===== src/rtl/vc_input_buffer.sv =====
// Multi-VC router input buffer: NUM_VC independent circular FIFOs behind one
// write port and one registered read port, with credit return and sticky error flags.

module vc_input_buffer_lane #(
  parameter int DATA_WIDTH = 16,
  parameter int DEPTH      = 5,
  parameter int CNT_W      = 3
) (
  input  logic                  clk,
  input  logic                  reset,
  input  logic                  wr_en,
  input  logic                  rd_en,
  input  logic [DATA_WIDTH-1:0] wdata,
  output logic [DATA_WIDTH-1:0] head,
  output logic [CNT_W-1:0]      count
);
  localparam int PTR_W = $clog2(DEPTH);

  logic [DATA_WIDTH-1:0] mem [DEPTH];
  logic [PTR_W-1:0]      wptr, rptr;

  // Explicit wrap so DEPTH need not be a power of two.
  function automatic logic [PTR_W-1:0] ptr_inc(input logic [PTR_W-1:0] p);
    return (p == PTR_W'(DEPTH-1)) ? '0 : p + PTR_W'(1);
  endfunction

  always_ff @(posedge clk)
    if (wr_en) mem[wptr] <= wdata;

  always_ff @(posedge clk or negedge reset) begin
    if (!reset) begin
      wptr  <= '0;
      rptr  <= '0;
      count <= '0;
    end else begin
      if (wr_en) wptr <= ptr_inc(wptr);
      if (rd_en) rptr <= ptr_inc(rptr);
      case ({wr_en, rd_en})
        2'b10:   count <= count + CNT_W'(1);
        2'b01:   count <= count - CNT_W'(1);
        default: count <= count;
      endcase
    end
  end

  assign head = mem[rptr];
endmodule

module vc_input_buffer #(
  parameter  int DATA_WIDTH = 16,
  parameter  int DEPTH      = 5,
  parameter  int NUM_VC     = 2,
  localparam int VC_W       = (NUM_VC > 1) ? $clog2(NUM_VC) : 1,
  localparam int CNT_W      = $clog2(DEPTH + 1)
) (
  input  logic                    clk,
  input  logic                    reset,
  input  logic                    buf_write_i,
  input  logic [VC_W-1:0]         buf_wvc_i,
  input  logic [DATA_WIDTH-1:0]   buf_data_i,
  input  logic                    buf_read_i,
  input  logic [VC_W-1:0]         buf_rvc_i,
  output logic [DATA_WIDTH-1:0]   buf_data_o,
  output logic                    buf_valid_o,
  output logic [NUM_VC-1:0]       buf_empty_o,
  output logic [NUM_VC-1:0]       buf_full_o,
  output logic [NUM_VC*CNT_W-1:0] buf_count_o,
  output logic                    credit_valid_o,
  output logic [VC_W-1:0]         credit_vc_o,
  output logic                    overflow_o,
  output logic                    underflow_o
);
  logic [NUM_VC-1:0][DATA_WIDTH-1:0] head;
  logic [NUM_VC-1:0][CNT_W-1:0]      cnt;
  logic [NUM_VC-1:0]                 wr_en, rd_en;
  logic                              wr_vc_ok, rd_vc_ok, wr_acc, rd_acc;
  logic [1:0]                        vld_pipe;

  // Full/empty use the pre-edge count: no bypass, no write-through.
  assign wr_vc_ok = 32'(buf_wvc_i) < 32'(NUM_VC);
  assign rd_vc_ok = 32'(buf_rvc_i) < 32'(NUM_VC);
  assign wr_acc   = buf_write_i && wr_vc_ok && !buf_full_o[buf_wvc_i];
  assign rd_acc   = buf_read_i  && rd_vc_ok && !buf_empty_o[buf_rvc_i];

  for (genvar v = 0; v < NUM_VC; v++) begin : g_vc
    assign wr_en[v]       = wr_acc && (buf_wvc_i == VC_W'(v));
    assign rd_en[v]       = rd_acc && (buf_rvc_i == VC_W'(v));
    assign buf_empty_o[v] = (cnt[v] == '0);
    assign buf_full_o[v]  = (cnt[v] == CNT_W'(DEPTH));

    vc_input_buffer_lane #(
      .DATA_WIDTH (DATA_WIDTH),
      .DEPTH      (DEPTH),
      .CNT_W      (CNT_W)
    ) u_lane (
      .clk   (clk),
      .reset (reset),
      .wr_en (wr_en[v]),
      .rd_en (rd_en[v]),
      .wdata (buf_data_i),
      .head  (head[v]),
      .count (cnt[v])
    );
  end

  assign buf_count_o = cnt;
  assign vld_pipe[0] = rd_acc;

  always_ff @(posedge clk or negedge reset) begin
    if (!reset) begin
      vld_pipe[1]    <= 1'b0;
      buf_data_o     <= '0;
      credit_valid_o <= 1'b0;
      credit_vc_o    <= '0;
      overflow_o     <= 1'b0;
      underflow_o    <= 1'b0;
    end else begin
      vld_pipe[1]    <= vld_pipe[0];
      credit_valid_o <= vld_pipe[0];
      if (rd_acc) begin
        buf_data_o  <= head[buf_rvc_i];
        credit_vc_o <= buf_rvc_i;
      end
      if (buf_write_i && !wr_acc) overflow_o  <= 1'b1;
      if (buf_read_i  && !rd_acc) underflow_o <= 1'b1;
    end
  end

  assign buf_valid_o = vld_pipe[1];
endmodule


===== config.mk =====
export PLATFORM = sky130hd
export DESIGN_NAME = vc_input_buffer
export DESIGN_NICKNAME = d
export VERILOG_FILES = /design/src/rtl/vc_input_buffer.sv
export SDC_FILE = /design/constraint.sdc
export NUM_CORES = 1
export LEC_CHECK = 0
export BUFFER_PORTS_ARGS = -buffer_cell sky130_fd_sc_hd__clkbuf_2
export CORE_UTILIZATION = 35
export DETAILED_ROUTE_END_ITERATION = 10
export HOLD_SLACK_MARGIN = 0.08
export PLACE_DENSITY = 0.58
export SYNTH_ARGS = -nofsm -noshare
export SYNTH_HDL_FRONTEND = slang
export SYNTH_HIERARCHICAL = 1
export SYNTH_SLANG_ARGS = --single-unit

===== constraint.sdc =====
create_clock -name clk -period 3.1 [get_ports clk]
set_input_delay 0.62 -clock clk [delete_from_list [all_inputs] [get_ports clk]]
set_output_delay 0.62 -clock clk [all_outputs]
set_load 0.02 [all_outputs]

---- Word level (Yosys, flattened, before mapping) ----
Memory sizes are Yosys's and may differ from the RTL's.
Index checks and enable logic that the tools add are counted.
storage, ports and cells
  bits in registers ....................... 38
  bits in writable memories ............... 160
  bits of input ports ..................... 22
  output and inout port bits .............. 31
  memories ................................ 2
cells by class
  add/subtract/negate cells ............... 8
  order comparisons ....................... 2
  equal/unequal tests ..................... 10
  multiplexer cells ....................... 16
  bitwise gates (word level) .............. 2
  reduce and logical (&&, ||, !) cells .... 16
memory list
  memory              words  width  read ports  clocked after Yosys merged registers in  wr ports  RTL line  source
  g_vc[0].u_lane.mem  5      16     1           0                                        1         19        logic [DATA_WIDTH-1:0] mem [DEPTH];
  g_vc[1].u_lane.mem  5      16     1           0                                        1         19
operators with widths
  kind                   number
  $mux W16               2
  $add A3 B1 Y3 const B  6
  $eq A3 B3 Y1 const B   6
  $mux W3                4
  $pmux W3 S2            2
  $logic_and A1 B1 Y1    8
  $mux W1                8
  $logic_not A3 Y1       2
  $sub A3 B1 Y3 const B  2
  $eq A2 B1 Y1 const B   2
  $eq A2 B2 Y1 const B   2
  $logic_not A1 Y1       4
  $lt A1 B2 Y1 const B   2
  $reduce_bool A2 Y1     2
  $not A1 Y1             2

---- Longest topological paths before layout ----
  depth in word-level cells ............... 8
  depth in mapped cells ................... 9
  mapped depth without buffers ............ 9

---- By module ----
The synthesis kept the hierarchy.
modules (own cells, without submodules)
  module                                  instances  cells each  area each (um^2)  sequential area each (um^2)
  vc_input_buffer_lane at g_vc[1].u_lane  1          221         3664.8            2627.5
  vc_input_buffer_lane at g_vc[0].u_lane  1          222         3632.2            2627.5
  vc_input_buffer                         1          74          1078.5            500.5

---- Worst setup path after synthesis ----
No wires, ideal clock.
  path type ............................... flip-flop to flip-flop
  start point ............................. register g_vc[0].u_lane.count[1]
  end point ............................... memory g_vc[0].u_lane.mem[4][0], enable pin
  library setup time ...................... 413 ps
  arrival ................................. 2720 ps
  data required time ...................... 2687 ps
  setup slack ............................. -33 ps
  cell stages (with the launch flop) ...... 6
  cells stage by stage .................... dfrtp_1 -> nand3b_1 -> inv_1 -> nor3b_1 -> nand2_1 -> nor3b_1
on the way
  cells in the longest elaborated chain, start to end .. 8
RTL lines
  what                                         RTL line  source
  start: declaration                           15        output logic [CNT_W-1:0] count
  start signal: assignment                     39        2'b10: count <= count + CNT_W'(1);
  start signal: assignment                     40        2'b01: count <= count - CNT_W'(1);
  start signal: assignment                     41        default: count <= count;
  $eq A3 B3 Y1                                 89        assign buf_full_o[v] = (cnt[v] == CNT_W'(DEPTH));
  named net buf_full_o[0]                      66        output logic [NUM_VC-1:0] buf_full_o,
  $mux W1 (implied by the code) (2 in series)  82        assign wr_acc = buf_write_i && wr_vc_ok && !buf_full_o[buf_wvc_i];
  $logic_not A1 Y1                             82
  $logic_and A1 B1 Y1                          82
  $logic_and A1 B1 Y1                          86        assign wr_en[v] = wr_acc && (buf_wvc_i == VC_W'(v));
  named net wr_en[0]                           75        logic [NUM_VC-1:0] wr_en, rd_en;
  $mux W1                                      28        if (wr_en) mem[wptr] <= wdata;
  $mux W1 (implied by the code)                28
  end: declaration                             19
The timed path passes the listed nets, and every way through them passes these cells. The select of a mux whose other input is x is not followed.

---- Final worst setup path ----
  start point ............................. register g_vc[0].u_lane.count[1]
  end point ............................... register g_vc[0].u_lane.count[2]
on the way
  cells in the longest elaborated chain, start to end .. 8
  elaborated cells on any way between the ends .. 18
  those cells by class .................... add/sub (2); eq/ne (3); mux (5); reduce/logical (8)
RTL lines
  what                                               RTL line  source
  $eq A3 B3 Y1 *                                     89
  $mux W1 (implied by the code) * (2 in series)      82
  $logic_not A1 Y1 *                                 82
  $logic_and A1 B1 Y1 *                              82
  $logic_and A1 B1 Y1 *                              86
  named net wr_en[0]                                 75
  $eq A2 B1 Y1 or $eq A2 B2 Y1 (tied branches)       38        case ({wr_en, rd_en})
  $pmux W3 S2 or $reduce_bool A2 Y1 (tied branches)  --
The timed path passes the listed nets; every way through them passes the cells marked *. The select of a mux whose other input is x is not followed.
A chain may end at the register's enable or synchronous reset.

==> metrics.sh <==
CTS_TREE='built'
NETLIST_INSTANCES=517
SYNTH.YOSYS.WARNINGS=6
CP_SLOWEST_STAGE_DELAY_NS=0.55
DRT-INITIAL-DRC-COUNT=225
POST-PLACE-CELLS=884
TOPROUTINGLAYERUSED='met4'
CP_NUM_BUF_INV=2
SYNTH.FF_LATCH_COUNT=198
TIMING.FINAL.CRIT_SHARE=0.838
RUN_STATUS='complete, no violations'
ELEMENT_TYPE_AT_THE_CRITICAL_PATH_START='register'
CRITICAL_PATH_CELL_LIST='nand3b_1 -> inv_1 -> nor3b_1 -> inv_1 -> ha_1 -> fa_1 -> xnor2_1 -> nor2_1 -> xor2_1'
FINAL-INSTANCE-COUNT-EXCL-FILL=916
SYN-NUM-NETS=551
MAX_CAP_VIOL_COUNT=0
WORST-PATH-MAX-FANOUT=7
ANTENNA_FOUND_INITIAL=0
FINALWEIGHTEDCONGESTION=0.744
HTREE_NUM_LEVELS=4
TIMING_MAX_TRANSITION_VIOLATIONS_FINAL=0
ANTENNA_VIOLATING_NETS_POST_ROUTE=0
ROUTED-WL-MET3_UM=870
WORST_SETUP_PATH_END_KIND='register'
YOSYSSEQAREASHARE=0.687
POST_CTS.REPAIR.SETUP_BUFFERS=0
SYNTH_FLOP_CELL='edfxtp_1'
VDD_IR_DROP_MAX_uV=369
FP.COREAREA_UM2=23500
CLOCK_SINKS=198
SETUP_VIOLATIONS=0
CLK_LATENCY_NS=0.43
DISTINCT_CELL_TYPE_COUNT_AFTER_SYNTHESIS=36
LAYOUT-AREA-OVERHEAD-VS-SYNTH_PCT=15.5
WIRELENGTH_MET1_MM=7.44
NUMPORTBUFFERS=52
WORST_SLEW_PIN_SLEW_NS=1.13
MAPPEDNETLISTAREA_UM2=8380
TOTAL_LENGTH_OF_ROUTED_MET2_WIRES_MM=8.64
PATH_COMMON_CELL='inv_1'
GRT_UTIL_OVERALL=0.149
CTS-BUFFERS-INSERTED=17
POST_CTS.RESIZED_INSTANCES=0
NUMBER_OF_FLOPS_MAPPED_TO_ENABLE_CELLS_BY_YOSYS=160
CP_DATA_REQUIRED_TIME_NS=3.40
HOLD_VIOLATIONS=0
CP_SLOWEST_CELL='nor3b_1'
TIMING_WORST_SETUP_PATH_TYPE='reg -> reg'
NUM_IO_PINS=53
DR.PASS1.ITERS=4
POSTSYNTH.ASYNCRESETSHARE=0.192
CTS.REPORTEDPATHS.CLKPINSLEW_NS=0.07
CLOCK_SKEW_NS=0.00798
HOLD_BUFFERS=0
POWER_DENSITY_nW_PER_UM2=934
DIE_HEIGHT_UM=157
CTS_MAX_PATH_BUFFERS=2
ANTENNA-DIODE-COUNT=0
SYN-MEAN-INSTANCE-AREA_UM2=16.2
REMAINING_OVERFLOW_GRT=0
FMAXACHIEVABLE_GHz=0.385
CLOCK_TREE.ROOT_CELL='clkbuf_16'
MAX-SLEW-MARGIN-REL=0.245
LEAKAGEPOWER_nW=3.53
FINAL_LAYOUT_SIZE_SUFFIX_GT1_FRAC=0.302
GRT_PASS1_VIAS=4406
INITIAL_UTILIZATION=0.357
NUM_VIAS=4404
FP.DIEAREA_UM2=24600
DETAILEDPLACEMENTHPWL_MM=10.5
SETUP_REPAIR_AFTER_GLOBAL_ROUTING_MISSED_ITS_MARGIN='false'
DIE_W_UM=157
DETAIL_ROUTE.DRC_VIOLATIONS=0
AVGROUTEDWIREPERCELL_UM=18.9
FINALNETCOUNT=618
HOLD_PATH_CLASS='in -> async'
CRIT_FAMILY='simple AND/OR/NAND/NOR gates'
ARRIVAL_NS=2.90
NUMBER_OF_CORE_ROWS=56
VIA_PER_INST=4.81
GRT_MAX_DEGREE=47
PERIOD_MINUS_SLACK_NS=2.60
GRT_PASS1_WL_MM=26.5
FIN_SETUP_TNS_NS=0
POSTROUTEWIRELENGTH_MM=17.3
path summary, 6_finish.rpt:
check	cells past startpoint	endpoint	slack, ns	startpoint
setup reg to reg	9	g_vc[0].u_lane/count[2]$_DFFE_PN0P_	0.50	g_vc[0].u_lane/count[1]$_DFFE_PN0P_
hold / removal	1	g_vc[0].u_lane/rptr[1]$_DFFE_PN0P_	0.38	reset
hold reg to reg	1	underflow_o$_DFFE_PN0P_	0.46	underflow_o$_DFFE_PN0P_
setup / recovery	9	g_vc[0].u_lane/count[2]$_DFFE_PN0P_	0.50	g_vc[0].u_lane/count[1]$_DFFE_PN0P_
min in group clk	2	overflow_o$_DFFE_PN0P_	0.42	buf_write_i
max in group asynchronous	1	g_vc[1].u_lane/rptr[0]$_DFFE_PN0P_	2.01	reset
per-layer routing:
layer,vias up,global-route usage
li1,2094,-
met1,2202,0.191
met2,88,0.251
met3,20,0.0255
met4,0,0.0602
met5,-,0
cells in the mapped netlist, drive strengths merged, types with 9 or more instances:
cell	n	area [um2]
a211oi	33	323
a221oi	32	387
buf	23	183
dfrtp	38	951
edfxtp	160	4800
ha	10	125
inv	44	165
mux2	35	428
mux2i	33	330
nand2	17	63.8
nor2	9	33.8
nor2b	33	206
o21ai	15	75.1
layout make-up:
class	count	area (um2)
clock inverters	14	200
multi-input cells	251	2290
flip-flops and latches	198	5760
repair buffers	72	435
well taps	319	399
clock buffers	18	429
inverters	44	165
fillers	2083	13800
cell families (layout without fill, tap and decap cells):
| kind of cell | count (synthesis) | count (layout) | share of synthesized area |
|---|---|---|---|
| fa+ha+maj | 12 | 12 | 0.0197 |
| buf+inv | 68 | 148 | 0.0421 |
| simple gates | 78 | 78 | 0.0514 |
| compound gates | 87 | 87 | 0.103 |
| mux | 68 | 68 | 0.0905 |
| xor+xnor | 6 | 6 | 0.00627 |
| flops | 198 | 198 | 0.687 |
registers in the layout (all words and copies together) (netlist names):
register / count
g_vc.u_lane/rptr: 6
overflow_o: 1
g_vc.u_lane/mem: 160
underflow_o: 1
buf_data_o: 16
g_vc.u_lane/count: 6
g_vc.u_lane/wptr: 6
credit_valid_o: 1
credit_vc_o: 1
stage by stage:
step	area, um2	power [mW]	utilization	worst slack, ns	hold WS, ns
after floorplan	8380	5.91	-	0.0599	0.324
after global placement	9040	6.70	0.385	0.465	0.439
after detailed placement	9040	6.80	0.385	0.455	0.443
after CTS	9670	9.14	0.412	0.489	0.406
after global routing	9670	9.51	0.412	0.291	0.421
final	9670	9.03	0.412	0.502	0.378
placed cells by master, fill, tap and decap left out, types with 2 or more instances in the layout:
master,count
a211oi_1,18
a211oi_2,15
a21o_1,3
a221oi_1,15
a221oi_2,17
and3_1,3
buf_12,2
buf_4,18
bufinv_16,4
clkbuf_16,17
clkbuf_2,52
clkinv_2,2
clkinv_4,3
clkinvlp_4,2
dfrtp_1,36
dfrtp_2,2
edfxtp_1,160
fa_1,2
ha_1,10
inv_1,43
inv_6,2
mux2_2,26
mux2_4,9
mux2i_1,33
nand2_1,17
nand2b_1,5
nand3_1,2
nand3b_1,2
nor2_1,9
nor2b_1,33
nor3_2,3
o21ai_0,14
xnor2_1,4
xor2_1,2
power breakdown:
part	leakage [nW]	switching, mW	internal (mW)
Combinational	1.34	1.64	1.30
Sequential	1.89	0.442	3.32
Clock	0.303	0.976	1.36
Total	3.53	3.06	5.98
worst reg2reg max path, cell delays in order (launching register included):
cell	delay, ns
dfrtp_1	0.46
nand3b_1	0.18
inv_1	0.06
nor3b_1	0.55
inv_1	0.18
ha_1	0.28
fa_1	0.39
xnor2_1	0.17
nor2_1	0.07
xor2_1	0.14
Power figures use the tool's default switching activity.
